===== config.mk =====
export PLATFORM = sky130hd
export DESIGN_NAME = jvm_arm_xlate_engine
export DESIGN_NICKNAME = d
export VERILOG_FILES = /design/src/rtl/jvm_arm_xlate_engine.sv
export SDC_FILE = /design/constraint.sdc
export NUM_CORES = 1
export LEC_CHECK = 0
export CAP_MARGIN = 20
export CORE_UTILIZATION = 23
export DETAILED_ROUTE_END_ITERATION = 16
export GPL_TIMING_DRIVEN = 0
export HOLD_SLACK_MARGIN = 0.06
export SLEW_MARGIN = 20
export SYNTH_ARGS = -nofsm -noshare
export SYNTH_HDL_FRONTEND = slang
export SYNTH_SLANG_ARGS = --single-unit

===== constraint.sdc =====
create_clock -name clk -period 4.2 [get_ports clk]
set_input_delay 0.84 -clock clk [delete_from_list [all_inputs] [get_ports clk]]
set_output_delay 0.84 -clock clk [all_outputs]
set_load 0.005 [all_outputs]

===== src/rtl/jvm_arm_xlate_engine.sv =====
// rtl/jvm_arm_xlate_engine.sv - sequential Java bytecode to ARM word translator with valid/ready output
// Optional dup/pop support is enabled by defining JAA_STACK_OPS_EN.
module jvm_arm_xlate_engine #(
  parameter int DATA_WIDTH     = 8,
  parameter int ADDR_WIDTH     = 6,
  parameter int NUM_LOCALS     = 4,
  parameter int LOCAL_BASE_REG = 4
) (
  input  logic                  clk,
  input  logic                  rst_n,
  input  logic                  start,
  output logic [ADDR_WIDTH-1:0] rom_addr,
  input  logic [DATA_WIDTH-1:0] rom_data,
  output logic                  instr_valid,
  output logic [31:0]           instr_data,
  input  logic                  instr_ready,
  output logic                  busy,
  output logic                  done,
  output logic                  error,
  output logic [15:0]           instr_count
);

  typedef enum logic [2:0] {
    S_IDLE, S_FETCH, S_OPERAND, S_EMIT, S_DONE, S_ERROR
  } state_e;

  localparam logic [ADDR_WIDTH-1:0] PC_MAX = '1;
  localparam logic [7:0]            NL_B   = 8'(NUM_LOCALS);
  localparam logic [3:0]            BASE_R = 4'(LOCAL_BASE_REG);

  state_e                  state_q, state_d;
  logic [ADDR_WIDTH-1:0]   pc_q, pc_d;
  logic                    wrap_q, wrap_d;
  logic [7:0]              opcode_q, opcode_d;
  logic [7:0]              operand_q, operand_d;
  logic [2:0]              idx_q, idx_d;
  logic [1:0]              k_q, k_d;
  logic [15:0]             count_q, count_d;

  logic                    op_known, op_operand, op_fixed;
  logic [7:0]              fixed_idx;
  logic [1:0]              last_k;
  logic [31:0]             word;
  logic [3:0]              rl;
  logic [31:0]             rl_bit;
  logic [7:0]              iconst_n;

  // Classify the byte currently on the ROM bus (only meaningful in FETCH).
  always_comb begin
    op_known   = 1'b0;
    op_operand = 1'b0;
    op_fixed   = 1'b0;
    fixed_idx  = 8'd0;
    case (rom_data) inside
      8'h00, 8'h60, 8'h64, 8'hB1: op_known = 1'b1;
      [8'h03:8'h08]:              op_known = 1'b1;
      8'h10, 8'h15, 8'h36: begin
        op_known   = 1'b1;
        op_operand = 1'b1;
      end
      [8'h1A:8'h1D]: begin
        op_known  = 1'b1;
        op_fixed  = 1'b1;
        fixed_idx = rom_data - 8'h1A;
      end
      [8'h3B:8'h3E]: begin
        op_known  = 1'b1;
        op_fixed  = 1'b1;
        fixed_idx = rom_data - 8'h3B;
      end
`ifdef JAA_STACK_OPS_EN
      8'h57, 8'h59:               op_known = 1'b1;
`endif
      default: ;
    endcase
  end

  assign rl       = BASE_R + {1'b0, idx_q};
  assign rl_bit   = 32'd1 << rl;
  assign iconst_n = opcode_q - 8'h03;

  // Word k of the latched opcode's emit sequence, plus the index of its final word.
  always_comb begin
    word   = 32'd0;
    last_k = 2'd0;
    case (opcode_q) inside
      [8'h03:8'h08]: begin
        last_k = 2'd1;
        word   = (k_q == 2'd0) ? (32'hE3A00000 | {24'd0, iconst_n}) : 32'hE92D0001;
      end
      8'h10: begin
        last_k = 2'd1;
        if (k_q != 2'd0)       word = 32'hE92D0001;
        else if (operand_q[7]) word = 32'hE3E00000 | {24'd0, ~operand_q};
        else                   word = 32'hE3A00000 | {24'd0, operand_q};
      end
      8'h15, [8'h1A:8'h1D]: word = 32'hE92D0000 | rl_bit;
      8'h36, [8'h3B:8'h3E]: word = 32'hE8BD0000 | rl_bit;
      8'h60, 8'h64: begin
        last_k = 2'd3;
        case (k_q)
          2'd0:    word = 32'hE8BD0002;
          2'd1:    word = 32'hE8BD0001;
          2'd2:    word = (opcode_q == 8'h60) ? 32'hE0800001 : 32'hE0400001;
          default: word = 32'hE92D0001;
        endcase
      end
      8'hB1: word = 32'hE12FFF1E;
`ifdef JAA_STACK_OPS_EN
      8'h59: begin
        last_k = 2'd1;
        word   = (k_q == 2'd0) ? 32'hE59D0000 : 32'hE92D0001;
      end
      8'h57: word = 32'hE28DD004;
`endif
      default: ;
    endcase
  end

  always_comb begin
    state_d   = state_q;
    pc_d      = pc_q;
    wrap_d    = wrap_q;
    opcode_d  = opcode_q;
    operand_d = operand_q;
    idx_d     = idx_q;
    k_d       = k_q;
    count_d   = count_q;
    case (state_q)
      S_IDLE, S_DONE, S_ERROR: begin
        if (start) begin
          state_d = S_FETCH;
          pc_d    = '0;
          wrap_d  = 1'b0;
          count_d = 16'd0;
        end
      end
      S_FETCH: begin
        pc_d     = pc_q + 1'b1;
        wrap_d   = wrap_q | (pc_q == PC_MAX);
        opcode_d = rom_data;
        idx_d    = fixed_idx[2:0];
        k_d      = 2'd0;
        // Only a return may sit at the last address; anything else would run off the end.
        if (wrap_q || !op_known || ((pc_q == PC_MAX) && (rom_data != 8'hB1)) ||
            (op_fixed && (fixed_idx >= NL_B)))
          state_d = S_ERROR;
        else if (rom_data == 8'h00)
          state_d = S_FETCH;
        else if (op_operand)
          state_d = S_OPERAND;
        else
          state_d = S_EMIT;
      end
      S_OPERAND: begin
        pc_d      = pc_q + 1'b1;
        wrap_d    = wrap_q | (pc_q == PC_MAX);
        operand_d = rom_data;
        idx_d     = rom_data[2:0];
        k_d       = 2'd0;
        if ((opcode_q != 8'h10) && (rom_data >= NL_B)) state_d = S_ERROR;
        else                                           state_d = S_EMIT;
      end
      S_EMIT: begin
        if (instr_ready) begin
          if (count_q != 16'hFFFF) count_d = count_q + 16'd1;
          if (k_q == last_k) state_d = (opcode_q == 8'hB1) ? S_DONE : S_FETCH;
          else               k_d     = k_q + 2'd1;
        end
      end
      default: state_d = S_IDLE;
    endcase
  end

  always_ff @(posedge clk or negedge rst_n) begin
    if (!rst_n) begin
      state_q   <= S_IDLE;
      pc_q      <= '0;
      wrap_q    <= 1'b0;
      opcode_q  <= 8'd0;
      operand_q <= 8'd0;
      idx_q     <= 3'd0;
      k_q       <= 2'd0;
      count_q   <= 16'd0;
    end else begin
      state_q   <= state_d;
      pc_q      <= pc_d;
      wrap_q    <= wrap_d;
      opcode_q  <= opcode_d;
      operand_q <= operand_d;
      idx_q     <= idx_d;
      k_q       <= k_d;
      count_q   <= count_d;
    end
  end

  assign rom_addr    = pc_q;
  assign instr_valid = (state_q == S_EMIT);
  assign instr_data  = instr_valid ? word : 32'd0;
  assign busy        = (state_q == S_FETCH) || (state_q == S_OPERAND) || (state_q == S_EMIT);
  assign done        = (state_q == S_DONE);
  assign error       = (state_q == S_ERROR);
  assign instr_count = count_q;

endmodule


After elaboration in Yosys (flattened, before gate mapping)
Cells that the tools add are included.

word-level totals
  register bits = 47
  latch bits = 0
  bits in writable memories = 0
  memory bits (read-only) = 0
  bits of input ports = 12
  output and inout port bits = 58
  word-level logic and storage cells = 149
  memories kept = 0

operators by class
  add/subtract/negate cells = 7
  multiply operators = 0
  div/mod/pow operators = 0
  order comparisons = 14
  equal/unequal tests = 29
  shift-type cells = 1
  muxes and demuxes = 54
  bitwise logic cells = 2
  reductions and logical operators = 34

operators by type and width
  cell                                                 number
  2-to-1 mux 32 bit                                    7
  one-hot mux 28 bit (3 select lines)                  1
  2-to-1 mux 28 bit                                    2
  2-to-1 mux 16 bit                                    3
  2-to-1 mux 8 bit                                     5
  equality test 8 x 5 -> 1 bit, second input constant  4
  equality test 8 x 7 -> 1 bit, second input constant  4
  one-hot mux 16 bit (2 select lines)                  1
  left shift 1 x 4 -> 29 bit, first input constant     1
  2-to-1 mux 24 bit                                    1
  2-to-1 mux 23 bit                                    1
  2-to-1 mux 3 bit                                     6
  adder 16 x 1 -> 16 bit, second input constant        1
  equality test 8 x 6 -> 1 bit, second input constant  2
  equality test 8 bit, second input constant           2
  >= comparator 8 x 2 -> 1 bit, second input constant  2
  >= comparator 8 x 3 -> 1 bit, second input constant  2
  >= comparator 8 x 5 -> 1 bit, second input constant  2
  >= comparator 8 x 6 -> 1 bit, second input constant  2
  <= comparator 8 x 4 -> 1 bit, second input constant  2
  <= comparator 8 x 5 -> 1 bit, second input constant  2
  <= comparator 8 x 6 -> 1 bit, second input constant  2
  2-to-1 mux 2 bit                                     8
  inequality test 16 bit, second input constant        1
  39 further kinds                                     77

Depth between registers and ports, before layout
  word-level depth = 13
  gate-level depth with buffers = 10

Least setup slack after synthesis
Ideal clock, no wire load.

  path type = input to register
  start = input rom_data[2]
  end = register state_q[1]
  arrival = 2905 ps
  data required time = 4082 ps
  slack = 1176 ps
  stages = 10
  path buffers = 2
  path through = clkbuf_1 > buf_1 > inv_1 > ha_1 > and4b_1 > o211a_1 > o32a_1 > o21bai_1 > o211ai_1 > a21o_1

on the way
  cells in the longest elaborated chain, start to end = 13

ends and longest elaborated chain
  item                                                                   line  RTL
  start, declared                                                        13    input logic [DATA_WIDTH-1:0] rom_data,
  branches (longest 12 deep; another with >= comparator 8 x 6 -> 1 bit)  -
  one-hot mux 3 bit (4 select lines) (*)                                 129   case (state_q)
  end signal, assigned                                                   186   state_q <= state_d;
  end, declared                                                          31    state_e state_q, state_d;

Every way passes the cells marked *.
A chain may end at the register's enable or synchronous reset.

Final worst setup path
  start = register opcode_q[2]
  end = output instr_data[6]

on the way
  cells in the longest elaborated chain, start to end = 8

ends and longest elaborated chain
  item                                                                         line  RTL
  start, declared                                                              34    logic [7:0] opcode_q, opcode_d;
  start signal, assigned                                                       189   opcode_q <= opcode_d;
  >= comparator 8 x 6 -> 1 bit (no source line), or another cell as far along  -
  logical AND 1 bit (no source line) or OR reduction 2 bit (tied branches)     -
  OR reduction 2 bit or 2-to-1 mux 32 bit (tied branches)                      86    case (opcode_q) inside
  2-to-1 mux 32 bit (3 in a row)                                               86
  2-to-1 mux 32 bit (*)                                                        86
  2-to-1 mux 32 bit (*)                                                        199   assign instr_data = instr_valid ? word : 32'd0;
  end, declared                                                                15    output logic [31:0] instr_data,

Mark *: on every way between the ends. The rest lies on a longest branch, timed or not.

==> summary.txt <==
Global route
  • Initial antenna violation count: 0
  • First-pass GRT wire length: 18400 um
  • Total grt overflow: 0
  • Largest net degree at the start of global routing: 30
  • Vias in the first global route: 3580
  • Gr usage total: between 10 and 15%

Setup path
  • CP arrival: 3.15 ns
  • Critical path's slowest cell: or4b_2
  • Crit path capture type: primary output
  • CP max stage delay: 0.69 ns
  • CP top delay family: buffers and inverters
  • Critical Path Source Type: flop
  • Crit path buffers/inverters: 2
  • Crit-path max FO: 10
  • WS Path Type: reg2out
  • Crit path cell chain: clkbuf_1 -> nand2_1 -> o211ai_1 -> o2111ai_1 -> or4b_2 -> a21oi_1 -> clkdlybuf4s50_1
  • Critical Path RT: roughly 3.4 ns

Drt
  • Vias post-DR: 3692
  • Vias per inst: 4.97
  • # DRC: 0
  • DR iter-0 viols: 260
  • Wirelength per Cell: 15.5 um
  • Post-Route WL: around 11000 um
  • Pre-antenna DRT Iters: 4
  • Antenna violation net count after detailed routing: 0

Clock network
  • Clock Sink Count: 47
  • CTS Hold Buffers Added: 0
  • Clock Latency Late Sink: 0.29 ns
  • H-tree Lvls: 2
  • Total CTS buffers: 5
  • Clock slew at reported path FFs: 0.07 ns
  • CTS tree: built
  • Root Buffer: clkbuf_16
  • Clock Tree Buf Depth: 2
  • Post-CTS Setup Bufs: 0

Synth
  • Syn avg cell area: 8.48 um2
  • Simple-Gate Fraction of Synth Area: 25.6%
  • Yosys warnings: 0
  • Top FF cell, synth: dfrtp_1
  • Cell count after synthesis: 451
  • Mapped Area: 0.00382 mm2
  • Post-synthesis compound-gate area fraction: between 20% and 30%
  • Post-Synth Adder-Cell Area: 6.87%
  • EDFF count, synth: 0
  • Post-Synth XOR/XNOR Area: under 10%
  • Synth cell types: 68
  • Register area share after synthesis: 30.8%
  • Mux contribution to synthesized area: just under 6%
  • FF+latch count, synth: 47
  • Post-synthesis async set-or-reset flop share: 100%
  • Largest family of logic cells by synthesized area: simple AND/OR/NAND/NOR gates

Floorplan
  • Io pins: 70
  • Die area: 0.0171 mm2
  • Die span in y: 131 um
  • Core area: 0.0161 mm2
  • Initial Utilization: 23.8%
  • Rows: 46
  • Die width: between 100 and 150 um

Power and ir drop
  • Power density over the cells: roughly 350 mW/mm2
  • Worst VDD drop: 0.154 mV
  • Pleak: 1.94 nW

STA
  • Slew Viols, Final: 0
  • Max Fclk: 250 MHz
  • Worst rel slew slack: 40.8%
  • Worst Tran Pin Value: 0.886 ns
  • Setup TNS: 0 ns
  • Min Tclk post-route: 3.99 ns
  • Unrepaired setup endpoints after global routing: false
  • Clock skew: 0.00767 ns
  • Endpoints failing setup: 0
  • Final Hold Vio Count: 0
  • Period Utilization, post-route: 95.1%

Layout
  • Share of cells above drive strength 1: just over 9%
  • Core Util, Final: 30.8%
  • Ant diodes: 0
  • # nets final: 560
  • Area Growth Syn to Fin: 29.4%

Run
  • Max Cap Viol: 0

Place
  • Detail Placement HPWL: 8880 um
  • Placer Congestion: 0.868
  • Input/output buffers: 66

Status
  • Status: complete, no violations

Hold path
  • Hold crit path type: in2async
-- through the flow --
step / cells / cell area (um2) / setup slack, ns / hold WS [ns] / power (mW)
2_1_floorplan: 452 / 3830 / 1.18 / 0.487 / 1.05
3_3_place_gp: 734 / 4760 / 0.152 / 0.510 / 1.25
3_5_place_dp: 736 / 4780 / 0.136 / 0.516 / 1.27
4_1_cts: 743 / 4940 / 0.143 / 0.502 / 1.72
5_1_grt: 743 / 4950 / 0.00722 / 0.525 / 1.83
6_report: 743 / 4950 / 0.207 / 0.496 / 1.72
-- report_power, final --
part | switching (mW) | internal, mW | leakage (nW)
combinational | 0.385 | 0.274 | 1.24
sequential | 0.101 | 0.512 | 0.628
clock | 0.168 | 0.277 | 0.0759
-- cell usage in the layout, fill, tap and decap left out, drive strengths merged, types with 10 or more instances in the layout --
cell and n:
dfrtp 47, clkdlybuf4s50 65, nor2 35, nor3 17, xor2 14, o21ai 34
a21oi 19, nor2b 10, nand2b 11, clkbuf 25, nand3 13, buf 16
mux2 17, inv 15, ha 21, nand2 33, a31oi 13
-- sequential cells by signal, indices dropped and copies added (netlist names) --
signal and count:
operand_q 8, wrap_q 1, k_q 2, idx_q 3, opcode_q 8, rom_addr 6, state_q 3, instr_count 16
-- final timing paths --
| kind | from | slack [ns] | cells after the start | end |
|---|---|---|---|---|
| max in group asynchronous | rst_n | 3.17 | 2 | opcode_q[1]$_DFFE_PN0P_ |
| hold reg to reg | rom_addr[2]$_DFFE_PN0P_ | 0.53 | 1 | rom_addr[2]$_DFFE_PN0P_ |
| setup reg to reg | opcode_q[0]$_DFFE_PN0P_ | 1.57 | 8 | state_q[0]$_DFFE_PN0P_ |
| setup / recovery | opcode_q[2]$_DFFE_PN0P_ | 0.21 | 7 | instr_data[6] |
| min in group clk | rom_addr[2]$_DFFE_PN0P_ | 0.53 | 1 | rom_addr[2]$_DFFE_PN0P_ |
| hold / removal | rst_n | 0.50 | 1 | instr_count[14]$_DFFE_PN0P_ |
-- worst register-to-register path, delay by kind of cell, from the launching register on --
family | cells | cell delay (ns)
fa+ha+maj | 1 | 0.23
mux | 1 | 0.34
flops | 1 | 0.45
simple gates | 2 | 0.81
buf+inv | 1 | 0.13
compound gates | 3 | 0.55
-- cell type report --
type | instances | area (um2)
Inverter | 16 | 60.1
Timing Repair Buffer | 68 | 681
Fill cell | 1657 | 11100
Tap cell | 216 | 270
Multi-Input combinational cell | 356 | 2440
Clock inverter | 2 | 37.5
Buffer | 33 | 158
Clock buffer | 5 | 125
Sequential cell | 47 | 1180
-- what timing repair did --
item | CTS | global route
setup endpoints to repair | 0 | 4
gates resized for setup | 0 | 3
endpoints found under the hold margin | 0 | 0
-- logic make-up after synthesis --
logic type	after synthesis
xor+xnor	21
other cells	1
mux	20
buf+inv	49
compound gates	114
fa+ha+maj	21
flops	47
simple gates	178
-- Yosys cell counts (all sizes together), types with 3 or more instances --
master   number  share of area [%]
a211oi        8                1.9
a21oi        19                2.5
a22o          3               0.69
a22oi         3               0.59
a31oi        13                2.1
and2          5               0.82
and3          8                1.3
and4          3               0.69
buf          13                2.1
clkbuf       20                2.0
dfrtp        47                 31
ha           21                6.9
inv          15                1.5
mux2         17                5.0
mux2i         3               0.79
nand2        33                3.2
nand2b       11                1.8
nand3        13                1.7
nand4         8                1.3
nor2         35                3.4
nor2b        10                1.6
nor3         17                2.5
nor3b         7                1.4
nor4          3               0.49
nor4bb        3               0.79
o2111ai       3               0.69
o21ai        34                4.5
o31ai         4               0.79
or2           3               0.49
or3           8                1.4
or4           5                1.1
or4b          3               0.79
xnor2         7                1.6
xor2         14                3.2
-- metal layers --
layer / up-vias / global-route usage (%) / part of all wire (%)
met5: - / 0 / 0
met2: 108 / 22.9 / 47
met1: 1778 / 17.8 / 46
li1: 1788 / - / -
met4: 0 / 4.67 / 2.0
met3: 18 / 1.87 / 5.0
Power figures use the tool's default switching activity.
==> RTL change (config.mk and constraints unchanged) <==
The option `JAA_STACK_OPS_EN` is turned on by a define.
--- a/src/rtl/jvm_arm_xlate_engine.sv
+++ b/src/rtl/jvm_arm_xlate_engine.sv
@@ -1,5 +1,7 @@
 // rtl/jvm_arm_xlate_engine.sv - sequential Java bytecode to ARM word translator with valid/ready output
 // Optional dup/pop support is enabled by defining JAA_STACK_OPS_EN.
+`define JAA_STACK_OPS_EN
+
 module jvm_arm_xlate_engine #(
   parameter int DATA_WIDTH     = 8,
   parameter int ADDR_WIDTH     = 6,
Check against the original RTL: not equivalent (a bounded check fails within 4 cycles, from zero or initial values and one cycle with rst_n low).
==> RTL change against the original RTL <==
Count of clock-buffer cells in the layout up 1. Utilization down 0.086 points. Clock skew down 0.0016 ns. Wire length down 3.5%. Fmax up 0.39%. Power up 15%. Critical path depth up 2. Cell area down 0.28%. Cell count up 1.3%. Sequential share of layout area up 0.066 points. Sequential cell count unchanged. Synthesized area about the same. Clock power down 7.8%. Setup slack better by 0.015 ns. Critical path type unchanged. Largest cell class unchanged. Largest power group unchanged. Highest routed layer unchanged.
==> RTL change: results <==
export IMPL_outcome="finished, final reports clean"
export IMPL_cp_data_arrival_time_ns=3.14
export IMPL_netlist_instances=463
export IMPL_grt_max_degree=27
export IMPL_synth_cell_types=67
export IMPL_met1Wirelength_um=5533
export IMPL_tightest_slew_ns=0.9450
export IMPL_wl_met2_um=5007
export IMPL_p_leak_uw=0.001844
export IMPL_fin_nets=569
export IMPL_synth_area_top_cells="dfrtp_1 31%, ha_1 6.6%, nor2_1 4.9%, xnor2_1 4.1%, a21oi_1 3.5%"
export IMPL_io_buffers=67
export IMPL_ir_drop_v=0.0001846
export IMPL_drtPass1Iterations=7
export IMPL_routed_wl_met3_um=471
export IMPL_r2r_start="opcode_q[1]"
export IMPL_synth_compound_area_share_pct=21.20
export IMPL_use_met1_pct=19.17
export IMPL_skew_ns=0.006073
export IMPL_dp_hpwl_um=8618
export IMPL_synth_area_mux_share_pct=4.063
export IMPL_rrSetupSlack_ns=1.59
export IMPL_placed_area_um2=4775
export IMPL_synth_commonest_cells="50 x nor2_1, 47 x dfrtp_1, 35 x nand2_1, 27 x a21oi_1, 26 x nand3_1"
export IMPL_grt_use_met3_pct=1.507
export IMPL_fillers=1718
export IMPL_hold_ws_ns=0.5191
export IMPL_drtIter0Drc=280
export IMPL_track_usage_pct=13.10
export IMPL_dpl_worst_slack_ns=0.3834
export IMPL_synthAdderAreaFrac_pct=6.553
export IMPL_grtUsageMet2_pct=20.32
export IMPL_grt_pass1_wl_um=17480
export IMPL_r2r_cells=8
export IMPL_routed_via_density=4.875
export IMPL_dr_total_vias=3671
RTL change: area by class of cell:
type	instances	area (um2)	share of cell area (%)
multi-input cells	362	2415	48.96
flip-flops and latches	47	1176	23.85
repair buffers	68	685.7	13.90
well taps	216	270.3	5.479
plain buffers	31	155.1	3.146
clock buffers	6	138.9	2.816
inverters	22	82.58	1.674
clock inverters	1	8.758	0.1776
RTL change: path summary, 6_finish.rpt:
check | end
worst max-delay path | instr_data[6]
worst min-delay path | instr_count[8]
worst max register to register | state_q[0]
worst min register to register | operand_q[4]
max in group asynchronous | opcode_q[1]
min in group clk | operand_q[4]
RTL change: worst max-delay path, stage by stage (launching register included):
cell             delay, ns
dfrtp_1               0.35
buf_2                 0.16
clkbuf_2              0.23
nand3_1               0.15
a32oi_1               0.12
a2111oi_0             0.55
nor2b_1               0.38
a32oi_1               0.24
nor2_1                0.14
clkdlybuf4s50_1       0.52
RTL change: power by group:
group	internal, uW	switching (uW)	total, uW
registers	535	99.5	634
logic	383	541	925
clock network	236	175	411
